### config.mk
export PLATFORM = sky130hd
export DESIGN_NAME = alu_issue
export DESIGN_NICKNAME = d
export VERILOG_FILES = /design/src/rtl/alu_issue.sv
export SDC_FILE = /design/constraint.sdc
export NUM_CORES = 1
export LEC_CHECK = 0
export CORE_ASPECT_RATIO = 0.8
export CORE_UTILIZATION = 26
export DETAILED_ROUTE_END_ITERATION = 10
export HOLD_SLACK_MARGIN = 0.05
export PLACE_DENSITY = 0.58
export SYNTH_ARGS = -nofsm -noshare
export SYNTH_HDL_FRONTEND = slang
export SYNTH_SLANG_ARGS = --single-unit
### constraint.sdc
create_clock -name clk -period 1.95 [get_ports clk]
set_input_delay 0.585 -clock clk [delete_from_list [all_inputs] [get_ports clk]]
set_output_delay 0.585 -clock clk [all_outputs]
set_load 0.02 [all_outputs]
### src/rtl/alu_issue.sv
// Decode-and-issue register stage for the SimpleRISC ALU.
// Decodes the opcode into one-hot ALU controls and owns the architectural flags.
module alu_issue #(
  parameter int REG_ADDR_W = 4
) (
  input  logic                  clk,
  input  logic                  rst_n,
  input  logic                  in_valid,
  output logic                  in_ready,
  input  logic [31:0]           inst,
  input  logic [31:0]           op1,
  input  logic [31:0]           op2,
  input  logic                  stall,
  input  logic                  flush,
  output logic [31:0]           A_ALU,
  output logic [31:0]           B_ALU,
  output logic [12:0]           aluSignals,
  output logic                  ex_valid,
  output logic [REG_ADDR_W-1:0] ex_rd,
  output logic                  ex_wb,
  input  logic                  flagsE,
  input  logic                  flagsGT,
  output logic                  flags_e,
  output logic                  flags_gt
);

  logic [4:0]  opcode;
  logic        imm_sel;
  logic [1:0]  modifier;
  logic [15:0] imm16;
  logic [12:0] dec_sig;
  logic        dec_wb;
  logic [31:0] dec_b;
  logic        accept;
  logic        unused_inst_bits;

  assign opcode           = inst[31:27];
  assign imm_sel          = inst[26];
  assign modifier         = inst[17:16];
  assign imm16            = inst[15:0];
  assign unused_inst_bits = ^inst[21:18];

  assign in_ready = !ex_valid || !stall;
  assign accept   = in_valid && in_ready && !flush;

  always_comb begin
    dec_sig = '0;
    dec_wb  = 1'b1;
    case (opcode)
      5'b00000: dec_sig[0]  = 1'b1;
      5'b00001: dec_sig[1]  = 1'b1;
      5'b00010: dec_sig[3]  = 1'b1;
      5'b00011: dec_sig[4]  = 1'b1;
      5'b00100: dec_sig[5]  = 1'b1;
      5'b00101: begin
        dec_sig[2] = 1'b1;
        dec_wb     = 1'b0;
      end
      5'b00110: dec_sig[10] = 1'b1;
      5'b00111: dec_sig[9]  = 1'b1;
      5'b01000: dec_sig[11] = 1'b1;
      5'b01001: dec_sig[12] = 1'b1;
      5'b01010: dec_sig[6]  = 1'b1;
      5'b01011: dec_sig[7]  = 1'b1;
      5'b01100: dec_sig[8]  = 1'b1;
      5'b01110: dec_sig[0]  = 1'b1;
      5'b01111: begin
        dec_sig[0] = 1'b1;
        dec_wb     = 1'b0;
      end
      default: dec_wb = 1'b0;
    endcase
  end

  // Modifier 11 is treated like 00 (sign extension).
  always_comb begin
    dec_b = op2;
    if (imm_sel) begin
      case (modifier)
        2'b01:   dec_b = {16'h0000, imm16};
        2'b10:   dec_b = {imm16, 16'h0000};
        default: dec_b = {{16{imm16[15]}}, imm16};
      endcase
    end
  end

  // Operands and ex_rd are left untouched by bubbles; only the control bits clear.
  always_ff @(posedge clk or negedge rst_n) begin
    if (!rst_n) begin
      A_ALU      <= '0;
      B_ALU      <= '0;
      aluSignals <= '0;
      ex_valid   <= 1'b0;
      ex_rd      <= '0;
      ex_wb      <= 1'b0;
    end else if (accept) begin
      A_ALU      <= op1;
      B_ALU      <= dec_b;
      aluSignals <= dec_sig;
      ex_valid   <= 1'b1;
      ex_rd      <= inst[22 +: REG_ADDR_W];
      ex_wb      <= dec_wb;
    end else if (in_ready || flush) begin
      aluSignals <= '0;
      ex_valid   <= 1'b0;
      ex_wb      <= 1'b0;
    end
  end

  always_ff @(posedge clk or negedge rst_n) begin
    if (!rst_n) begin
      flags_e  <= 1'b0;
      flags_gt <= 1'b0;
    end else if (ex_valid && aluSignals[2] && !stall && !flush) begin
      flags_e  <= flagsE;
      flags_gt <= flagsGT;
    end
  end

endmodule

* After elaboration in Yosys (flattened, before gate mapping)
Cells that the tools add are included.
** Word-level totals
- Register bits :: 85
- Output and inout port bits :: 86
- Word-level logic and storage cells :: 59
** Operators by class
- Equality and inequality tests :: 16
- Muxes and demuxes :: 21
- Reductions and logical operators :: 14
** Operator list (number)
- 32-bit case mux with 2 select lines :: 1
- 5-bit by 4-bit == test with 1-bit output, second input constant :: 7
- 32-bit two-way mux :: 1
- 13-bit two-way mux :: 2
- 5-bit by 3-bit == test with 1-bit output, second input constant :: 4
- 1-bit two-way mux :: 17
- 13-bit OR reduction :: 1
- 5-bit by 2-bit == test with 1-bit output, second input constant :: 2
- 5-bit by 1-bit == test with 1-bit output, second input constant :: 1
- 1-bit logical AND :: 5
- 5-bit zero test :: 1
- 1-bit zero test :: 3
- 3-bit OR reduction :: 1
- 2-bit by 1-bit == test with 1-bit output, second input constant :: 1
- 2-bit == test, second input constant :: 1
- 1-bit logical OR :: 2
- 2-bit nonzero test :: 1

* Logic depth before layout (Yosys ltp)
- Depth in word-level cells :: 5
- Mapped depth :: 6
- Gate-level depth less buffers :: 5

* Worst setup path after synthesis
OpenSTA, ideal clock, no wires.
- Kind :: input to register
- Start point :: input inst[16]
- End point :: register B_ALU[2]
- Setup time :: 0.125 ns
- Data arrival time :: 1.768 ns
- Required time :: 1.825 ns
- Path slack :: 0.058 ns
- Cell stages on the path :: 6
- Path buffers :: 1
- Cell sequence :: inv_1 ha_1 nor2_1 buf_2 o22ai_1 mux2_2
** Between the ends
- Word-level cells in the longest chain between the ends :: 3
** RTL lines
- start: declaration :: RTL line 10 : input logic [31:0] inst,
- 2-bit == test or 2-bit by 1-bit == test with 1-bit output (tied branches) :: RTL line 79 : case (modifier)
- 32-bit case mux with 2 select lines (*) :: RTL line 79
- 32-bit two-way mux (*) :: RTL line 78 : if (imm_sel) begin
- end signal: assignment :: RTL line 91 : B_ALU <= '0;
- end signal: assignment :: RTL line 98 : B_ALU <= dec_b;
- end: declaration :: RTL line 16 : output logic [31:0] B_ALU,
Mark *: on every way between the ends. The rest lies on a longest branch, timed or not.
A chain may end at the register's enable or synchronous reset.

* Final worst setup path
- Start point :: input inst[16]
- End point :: register B_ALU[4]
Same word-level chain as after synthesis.

==> out/qor.yml <==
chipWidth_um: 135
grt.busiest_layer: "met2"
die_area_um2: 14700
vias_per_cell: 4.59
synth_area_leaders: "dfrtp_1, mux2_2, o22ai_1"
die_h_um: 109
drt-total-wl_um: 11000
finalCritPeriodShare: 0.977
p_sw_mw: 1.56
grt_pass1_wl_um: 17400
hold_buffers: 0
yosysUniqueCellTypes: 28
n_antenna_cell: 0
dp_hpwl_um: 8040
grt_max_degree: 86
drtAntennaViolNets: 0
synth_seq_area_share: 0.575
slowest_stage: "clkdlybuf4s50_1"
grt_util_met1: 0.191
netlist_area_um2: 3700
crit_required_ns: 2.16
numCtsBuffers: 9
crit_path_max_fanout: 7
skew_ns: 0.00504
slew_headroom: 0.659
slowest_delay_ns: 0.50
endpoint_kind: "flip-flop"
clkPwrFrac: 0.330
cts_tree: "yes"
tns_ns: 0
yosys.area.top_type: "dfrtp_1"
holdWs_ns: 0.275
synth_warnings: 0
clk_pin_slew_ns: 0.07
outcome: "finished, final reports clean"
syn_avg_cell_area_um2: 12.2
synth_nets: 407
fmax_mhz: 525
grt_usage: 0.155
clk_latency_ns: 0.34
grt_use_met2: 0.238
switching_share: 0.278
start_util: 0.269
wl_per_cell_um: 16.2
clock_sinks: 85
first_pass_iters: 5
p_total_mw: 5.60
ys_ff_latch: 85
worst_pin_slew_ns: 0.512
fillers: 1266
remaining_drc_errors: 0
ios: 189
vias: 3119
antenna_found_initial: 0
nets: 601
peakVddDrop_mv: 0.438
gp_congestion: 0.884
finalWorstPathRequiredPeriod_ns: 1.91
gr-total-overflow: 0
finalHoldViolations: 0
port_buffers: 184
final-setup-viol-count: 0
critPathKind: "input pin to flip-flop"
met3_usage: 0.0739
grt_pass1_vias: 3311
maxCapViolCount: 0
slew_violations: 0
ys_async_sr_fraction: 1.00
drtIter0Drc: 119
syn2layout_area_growth_pct: 68.3
synth_edf_count: 0
crit_arrival_ns: 2.12
drive_gt1_frac: 0.184
powerDensity_nw_per_um2: 900
power.leakage_nw: 2.79
pwr-share-comb: 0.285
seqPwrFrac: 0.384
post_cts_buffers: 0
synth_cells: 302
path_cells: "clkdlybuf4s50_1 -> inv_2 -> ha_4 -> nor2_4 -> buf_6 -> o22ai_1 -> mux2_2"
worstHoldPathType: "input pin to asynchronous set/reset pin"
htree_levels: 3
cts_root_buffer: "clkbuf_16"
core_um2: 13700
clk_path_buf_depth: 2
synth.top_cell.area_share: 0.575
internal_power_mw: 4.04
synth-main-ff-cell: "dfrtp_1"
startpoint_type: "input pin"
rows: 38
-- repair_timing --
action                     CTS  global route
pin swaps                    0             1
cloned                       0             1
hold endpoints to repair     0             0
resized for setup           10            17
setup endpoints to repair   12            42
-- synthesized netlist by cell type, drive strengths merged, types with 3 or more instances --
master  number
mux2        55
a22o         9
buf         13
clkbuf       5
o22a        15
nor3         3
nand2       22
inv         37
dfrtp       85
nand2b       3
o22ai       32
nor2         6
-- area by class of cell --
class / count / area, µm² / share of cell area
clock buffers: 10 / 239 / 0.0384
clock inverters: 5 / 85.1 / 0.0137
inverters: 37 / 139 / 0.0223
multi-input cells: 162 / 1360 / 0.218
flip-flops and latches: 85 / 2130 / 0.342
well taps: 180 / 225 / 0.0362
repair buffers: 201 / 2050 / 0.330
-- cell usage in the layout, fill, tap and decap left out, types with 4 or more instances in the layout --
cell type        instances
clkbuf_16                9
buf_12                   5
mux2_2                  51
o22ai_1                 32
o22a_1                  15
inv_1                   36
dfrtp_1                 85
nand2_1                 22
buf_4                   13
mux2_1                   4
dlymetal6s2s_1          12
a22o_1                   9
nor2_1                   4
clkdlybuf4s50_1        166
-- per-stage QoR --
stage | cells | cell area [µm²] | utilization | setup WS (ns)
2_1_floorplan | 302 | 3700 | - | 0.0576
3_3_place_gp | 664 | 5840 | 0.425 | -0.507
3_5_place_dp | 664 | 5840 | 0.425 | -0.505
4_1_cts | 679 | 6170 | 0.449 | 0.00264
5_1_grt | 680 | 6220 | 0.453 | -0.00591
6_report | 680 | 6220 | 0.453 | 0.0441
-- critical path, delay by kind of cell --
kind | cells | cell delay [ns]
AOI/OAI and AO/OA | 1 | 0.09
adders and majority gates | 1 | 0.26
buffers and inverters | 3 | 0.73
muxes | 1 | 0.27
and+or+nand+nor | 1 | 0.18
-- final timing paths --
kind / startpoint / cells after the start / slack (ns) / end
setup / recovery: inst[16] / 7 / 0.04 / B_ALU[4]
hold / removal: rst_n / 2 / 0.28 / aluSignals[6]
max in group asynchronous: rst_n / 2 / 1.32 / B_ALU[4]
hold reg to reg: A_ALU[28] / 1 / 0.49 / A_ALU[28]
min in group clk: A_ALU[28] / 1 / 0.49 / A_ALU[28]
setup reg to reg: ex_valid / 5 / 0.32 / A_ALU[29]
-- power by group through the flow --
stage | logic [mW] | registers (mW) | clock network, mW
floorplan | 0.385 | 2.49 | 0
global placement | 1.61 | 2.18 | 0
detailed placement | 1.61 | 2.19 | 0
CTS | 1.62 | 2.16 | 1.93
global route | 1.70 | 2.19 | 2.00
finish | 1.60 | 2.15 | 1.85
-- registers in the layout, summed over array words and instances (netlist names) --
| register | count |
|---|---|
| A_ALU | 32 |
| B_ALU | 32 |
| aluSignals | 13 |
| ex_rd | 4 |
| ex_valid | 1 |
| ex_wb | 1 |
| flags_e | 1 |
| flags_gt | 1 |
-- cells by family after synthesis --
logic type | after synthesis | share of synthesized area
AOI/OAI and AO/OA | 64 | 0.131
muxes | 55 | 0.168
adders and majority gates | 2 | 0.00677
buffers and inverters | 55 | 0.0636
DFF | 85 | 0.575
and+or+nand+nor | 41 | 0.0555
-- per-layer routing --
| layer | wire length (µm) | vias up | share of wire |
|---|---|---|---|
| met3 | 1200 | 13 | 0.11 |
| met1 | 4690 | 1503 | 0.43 |
| met4 | 184 | 0 | 0.017 |
| met2 | 4940 | 142 | 0.45 |
| li1 | - | 1461 | - |
| met5 | 0 | - | 0 |
Power figures use the tool's default switching activity.
